<file path="config.mk">
export PLATFORM = sky130hd
export DESIGN_NAME = pipe_trace_buffer
export DESIGN_NICKNAME = d
export VERILOG_FILES = /design/src/rtl/pipe_trace_buffer.sv
export SDC_FILE = /design/constraint.sdc
export NUM_CORES = 1
export LEC_CHECK = 0
export ABC_AREA = 1
export CAP_MARGIN = 5
export CORE_MARGIN = 5
export CORE_UTILIZATION = 60
export DETAILED_ROUTE_END_ITERATION = 6
export PLACE_DENSITY = 0.81
export REMOVE_ABC_BUFFERS = 1
export SLEW_MARGIN = 40
export SYNTH_ARGS = -nofsm -noshare
export SYNTH_HDL_FRONTEND = slang
export SYNTH_SLANG_ARGS = --single-unit
export TNS_END_PERCENT = 30
</file>
<file path="constraint.sdc">
create_clock -name clk_i -period 4.7 [get_ports clk_i]
set_clock_uncertainty 0.1 [all_clocks]
set_input_delay 0.94 -clock clk_i [delete_from_list [all_inputs] [get_ports clk_i]]
set_output_delay 0.94 -clock clk_i [all_outputs]
set_load 0.02 [all_outputs]
</file>
<file path="src/rtl/pipe_trace_buffer.sv">
// Trace capture buffer: records qualified probe words with cycle stamps between
// a programmable start and end cycle, in linear or ring mode, then pops oldest-first.
module pipe_trace_buffer #(
  parameter int DATA_W = 32,
  parameter int DEPTH  = 16,
  parameter int CNT_W  = 16
) (
  input  logic                       clk_i,
  input  logic                       rst_i,
  input  logic                       arm_i,
  input  logic                       mode_i,
  input  logic [CNT_W-1:0]           start_cycle_i,
  input  logic [CNT_W-1:0]           end_count_i,
  input  logic                       trig_i,
  input  logic                       trace_valid_i,
  input  logic [DATA_W-1:0]          trace_data_i,
  input  logic                       rd_en_i,
  output logic [DATA_W-1:0]          rd_data_o,
  output logic [CNT_W-1:0]           rd_stamp_o,
  output logic                       rd_valid_o,
  output logic [$clog2(DEPTH):0]     count_o,
  output logic                       empty_o,
  output logic [CNT_W-1:0]           cycle_o,
  output logic [1:0]                 state_o,
  output logic                       overflow_o,
  output logic                       done_o
);

  localparam int AW = $clog2(DEPTH);
  localparam logic [AW:0] FULL_CNT = (AW+1)'(DEPTH);

  typedef enum logic [1:0] {
    S_IDLE    = 2'd0,
    S_WAIT    = 2'd1,
    S_CAPTURE = 2'd2,
    S_FROZEN  = 2'd3
  } state_t;

  state_t            state_q, state_d;
  logic [CNT_W-1:0]  cycle_q, cycle_d;
  logic              mode_q;
  logic [CNT_W-1:0]  start_q, end_q;
  logic [AW-1:0]     wr_ptr_q, wr_ptr_d;
  logic [AW-1:0]     rd_ptr_q, rd_ptr_d;
  logic [AW:0]       count_q, count_d;
  logic              overflow_q, overflow_d;
  logic              done_q, done_d;
  logic [DATA_W-1:0] rd_data_q;
  logic [CNT_W-1:0]  rd_stamp_q;
  logic              rd_valid_q;

  logic              wr_en;
  logic              pop;
  logic              full;
  logic              end_hit;
  logic [CNT_W-1:0]  cycle_inc;

  logic [DATA_W-1:0] mem_data  [DEPTH];
  logic [CNT_W-1:0]  mem_stamp [DEPTH];

  assign full      = (count_q == FULL_CNT);
  assign end_hit   = (end_q != '0) && (cycle_q == end_q);
  assign cycle_inc = (cycle_q == '1) ? cycle_q : cycle_q + 1'b1;

  // NOTE: every signal written here gets a default first, so no path leaves a
  // value unassigned and no latch is inferred.
  always_comb begin
    state_d    = state_q;
    cycle_d    = cycle_q;
    wr_ptr_d   = wr_ptr_q;
    rd_ptr_d   = rd_ptr_q;
    count_d    = count_q;
    overflow_d = overflow_q;
    done_d     = done_q;
    wr_en      = 1'b0;
    pop        = 1'b0;

    if (arm_i) begin
      state_d    = (start_cycle_i == '0) ? S_CAPTURE : S_WAIT;
      cycle_d    = '0;
      wr_ptr_d   = '0;
      rd_ptr_d   = '0;
      count_d    = '0;
      overflow_d = 1'b0;
      done_d     = 1'b0;
    end else begin
      unique case (state_q)
        S_IDLE: ;
        S_WAIT: begin
          cycle_d = cycle_inc;
          // End beats start, so end_count < start_cycle freezes with nothing held.
          if (end_hit) begin
            state_d = S_FROZEN;
            done_d  = 1'b1;
          end else if (cycle_q == start_q - 1'b1) begin
            state_d = S_CAPTURE;
          end
        end
        S_CAPTURE: begin
          cycle_d = cycle_inc;
          if (trace_valid_i && (mode_q || !full)) begin
            wr_en    = 1'b1;
            wr_ptr_d = wr_ptr_q + 1'b1;
            if (full) begin
              rd_ptr_d   = rd_ptr_q + 1'b1;
              overflow_d = 1'b1;
            end else begin
              count_d = count_q + 1'b1;
            end
          end
          if (end_hit || (mode_q && trig_i) ||
              (!mode_q && wr_en && (count_q == FULL_CNT - 1'b1))) begin
            state_d = S_FROZEN;
          end
          if (end_hit) done_d = 1'b1;
        end
        S_FROZEN: begin
          if (rd_en_i && (count_q != '0)) begin
            pop      = 1'b1;
            rd_ptr_d = rd_ptr_q + 1'b1;
            count_d  = count_q - 1'b1;
          end
        end
        default: state_d = S_IDLE;
      endcase
    end
  end

  // NOTE: state registers use non-blocking assignments so every flop samples
  // the pre-edge values regardless of statement order.
  always_ff @(posedge clk_i) begin
    if (rst_i) begin
      state_q    <= S_IDLE;
      cycle_q    <= '0;
      mode_q     <= 1'b0;
      start_q    <= '0;
      end_q      <= '0;
      wr_ptr_q   <= '0;
      rd_ptr_q   <= '0;
      count_q    <= '0;
      overflow_q <= 1'b0;
      done_q     <= 1'b0;
      rd_data_q  <= '0;
      rd_stamp_q <= '0;
      rd_valid_q <= 1'b0;
    end else begin
      state_q    <= state_d;
      cycle_q    <= cycle_d;
      wr_ptr_q   <= wr_ptr_d;
      rd_ptr_q   <= rd_ptr_d;
      count_q    <= count_d;
      overflow_q <= overflow_d;
      done_q     <= done_d;
      rd_valid_q <= pop;
      if (arm_i) begin
        mode_q  <= mode_i;
        start_q <= start_cycle_i;
        end_q   <= end_count_i;
      end
      if (pop) begin
        rd_data_q  <= mem_data[rd_ptr_q];
        rd_stamp_q <= mem_stamp[rd_ptr_q];
      end
    end
  end

  // NOTE: the storage array has no reset; count and pointers define which
  // entries are meaningful, so clearing them is enough to discard contents.
  always_ff @(posedge clk_i) begin
    if (wr_en) begin
      mem_data[wr_ptr_q]  <= trace_data_i;
      mem_stamp[wr_ptr_q] <= cycle_q;
    end
  end

  assign rd_data_o  = rd_data_q;
  assign rd_stamp_o = rd_stamp_q;
  assign rd_valid_o = rd_valid_q;
  assign count_o    = count_q;
  assign empty_o    = (count_q == '0);
  assign cycle_o    = cycle_q;
  assign state_o    = state_q;
  assign overflow_o = overflow_q;
  assign done_o     = done_q;

endmodule

</file>
==> flow_metrics.tcl <==
set metrics [dict create \
    numCtsBuffers 85 \
    port_buffers 145 \
    dr.pass1.iters 6 \
    postCtsSetupBuffers 0 \
    ant_nets 0 \
    rows 89 \
    route.detailed.drc 0 \
    fmax_mhz 304 \
    path_buf_inv 1 \
    fin_nets 3165 \
    min_period_ns 3.29 \
    min_from "end_q[2]$_SDFFE_PP0P_" \
    top_usage_layer "met2" \
    dieArea_um2 64000 \
    grtUsageMet2 0.448 \
    final_area_um2 40400 \
    cts_max_level 3 \
    postSynth.asyncResetShare 0 \
    syn2layout_area_growth_pct 14.2 \
    core_um2 58800 \
    slew_violations 0 \
    crit_path_max_fanout 22 \
    reg2reg_from "count_o[1]$_SDFFE_PP0P_" \
    critPathSlowestCell "dfxtp_1" \
    die_h_um 253 \
    drt_iter0_drc 3240 \
    drt_wl_total_um 89200 \
    synthFlopType "edfxtp_1" \
    vias_per_cell 6.32 \
    clock_sink_count 883 \
    antenna_found_initial 0 \
    cts_tree "yes" \
    p_leak_nw 13.4 \
    grt_max_degree 177 \
    grt_pass1_wl_um 137000 \
    postPlaceCellArea_um2 37500 \
    cp-startpoint "cycle_o[4]$_SDFFE_PP0P_" \
    dp_slack_ns 0.917 \
    ctsHoldBuffers 0 \
    ir_worst_vdd_mv 0.274 \
    hold_path.class "flop to flop" \
    grt_use_total 0.273 \
    clkLatencyLatePin_ns 0.63 \
    max-cap-violations 0 \
    io_pins 146 \
    synth-edff-count 768 \
    worstPathCellList "clkdlybuf4s50_1" \
    hold_viol 0 \
    cp_top_family "flip-flops" \
    finalCritPeriodShare 0.699 \
    max_slew_margin 0.436 \
    clk_pin_slew_ns 0.06 \
    outcome "completed" \
    setup_ws_ns 1.41 \
    die_w_um 253 \
    cts_root_buf "clkbuf_16" \
    yosys_warnings 0 \
    ys_seq_area_frac 0.716 \
    grt_util_met3 0.0496 \
    synthCells 2987 \
    grtUsageMet1 0.368 \
    ys_types 40 \
    synth-seq-cells 883 \
    dp_hpwl_um 46900 \
    required_ns 3.66 \
    fin_setup_tns_ns 0 \
    slowest_delay_ns 0.87 \
    cts.repair.resized 0 \
    syn_area_um2 35400 \
    crit_path_end_kind "output port" \
    tightestPinTransition_ns 0.845 \
    initial_core_util 0.603 \
    vias 24800 \
    drive_gt1_frac 0.0756 \
    path_class "flop to output port" \
    grt_pass1_vias 24200 \
    cp.arrival_ns 2.25 \
    wl_per_cell_um 22.7 \
    grt-ovfl-total 0 \
    rsz0062_at_grt "false" \
    avgSynthCellArea_um2 11.9 \
    critPathLaunchType "flop" \
    antenna_cells 0 \
    setup_viol 0 \
    place_congestion 0.849 \
    power_density_nw_per_um2 396 \
    cts_buffer_depth 3 \
]
final timing paths:
check	depth (start not counted)	slack [ns]	to
max	1	1.41	cycle_o[4]
max reg2reg	9	1.75	mem_data[11][27]$_DFFE_PP_
min reg2reg	2	0.38	end_q[2]$_SDFFE_PP0P_
min	2	0.38	end_q[2]$_SDFFE_PP0P_
worst reg2reg max path: stages, from the launching register on:
cell and delay, ns:
dfxtp_1 0.39, inv_1 0.10, nand4_1 0.15, nor2_1 0.11, nand2_1 0.08, nand3_2 0.12, inv_1 0.19, nand2_1 0.31
nor2_4 0.70, buf_12 0.34
sequential cells by signal, summed over array words and instances (netlist names):
register    count
end_q          16
start_q        16
cycle_o        16
rd_valid_o      1
count_o         5
state_o         2
mem_stamp     256
overflow_o      1
rd_data_o      32
mem_data      512
mode_q          1
rd_ptr_q        4
rd_stamp_o     16
done_o          1
wr_ptr_q        4
metal layers:
layer | wire, µm | vias to the layer above
met4 | 3230 | 0
li1 | - | 11000
met1 | 32500 | 11800
met3 | 10000 | 266
met2 | 43400 | 1702
met5 | 0 | -
final cells by class:
type                            count  area [µm²]
Timing Repair Buffer              196        1930
Inverter                          181         703
Tap cell                          773         967
Clock inverter                     43         474
Sequential cell                   883       25400
Multi-Input combinational cell   1733        8600
Fill cell                        3860       18400
Clock buffer                      113        2380
kinds of logic (layout without fill, tap and decap cells):
| group | after synthesis | after routing | share of synthesized area |
|---|---|---|---|
| XOR/XNOR | 26 | 26 | 0.00643 |
| AO/OA/AOI/OAI | 920 | 920 | 0.140 |
| adder cells (fa/ha/maj) | 14 | 14 | 0.00516 |
| AND/OR/NAND/NOR | 773 | 773 | 0.0877 |
| buffers and inverters | 371 | 533 | 0.0449 |
| flip-flops | 883 | 883 | 0.716 |
where the power goes:
part | internal (mW) | switching [mW]
Combinational | 0.176 | 0.335
Sequential | 8.51 | 0.0412
Clock | 4.06 | 2.90
Total | 12.8 | 3.28
per-stage QoR:
| step | hold WS [ns] | cells | utilization | power (mW) |
|---|---|---|---|---|
| 2_1_floorplan | 0.355 | 2797 | - | 8.97 |
| 3_3_place_gp | 0.373 | 3764 | 0.638 | 9.20 |
| 3_5_place_dp | 0.376 | 3764 | 0.638 | 9.22 |
| 4_1_cts | 0.388 | 3920 | 0.687 | 16.1 |
| 5_1_grt | 0.415 | 3922 | 0.688 | 16.5 |
| 6_report | 0.385 | 3922 | 0.688 | 16.0 |
layout by cell type (no fill, tap or decap), drive strengths merged:
cell type	netlist	routed
nor4	8	8
xnor2	13	13
nand2	108	108
bufinv	0	9
nand3	40	40
clkbuf	117	113
dfxtp	115	115
xor2	13	13
a31oi	1	1
nor3	9	9
edfxtp	768	768
a21oi	102	102
nor2	589	589
fa	1	1
ha	13	13
clkinvlp	0	2
clkinv	0	30
nand4	11	11
clkdlybuf4s50	0	144
nor3b	3	3
and3	1	1
inv	181	183
o21a	1	1
a211oi	3	3
nand3b	2	2
or2	2	2
buf	73	52
o21ai	573	573
o22ai	229	229
o32ai	11	11
Yosys cell counts, types with 3 or more instances:
master    count  area [µm²]
a21oi_1     101         505
nor2_2        4        25.0
nand3_1      38         190
buf_6        15         169
dfxtp_1     115        2300
nor4_1        7        43.8
a211oi_1      3        22.5
o32ai_1      11        96.3
o22ai_1     229        1430
xor2_1       13         114
buf_2        35         175
nor2_1      583        2190
nor3_1        7        35.0
nand4_1      11        68.8
nand2_1     106         398
clkbuf_1    116         435
inv_1       171         642
o21ai_0     475        2380
nor3b_1       3        22.5
buf_1        12        45.0
buf_4        11        82.6
inv_2        10        37.5
o21ai_1      98         490
ha_1         13         163
xnor2_1      13         114
edfxtp_1    768       23100
(Power assumes the default switching activity.)
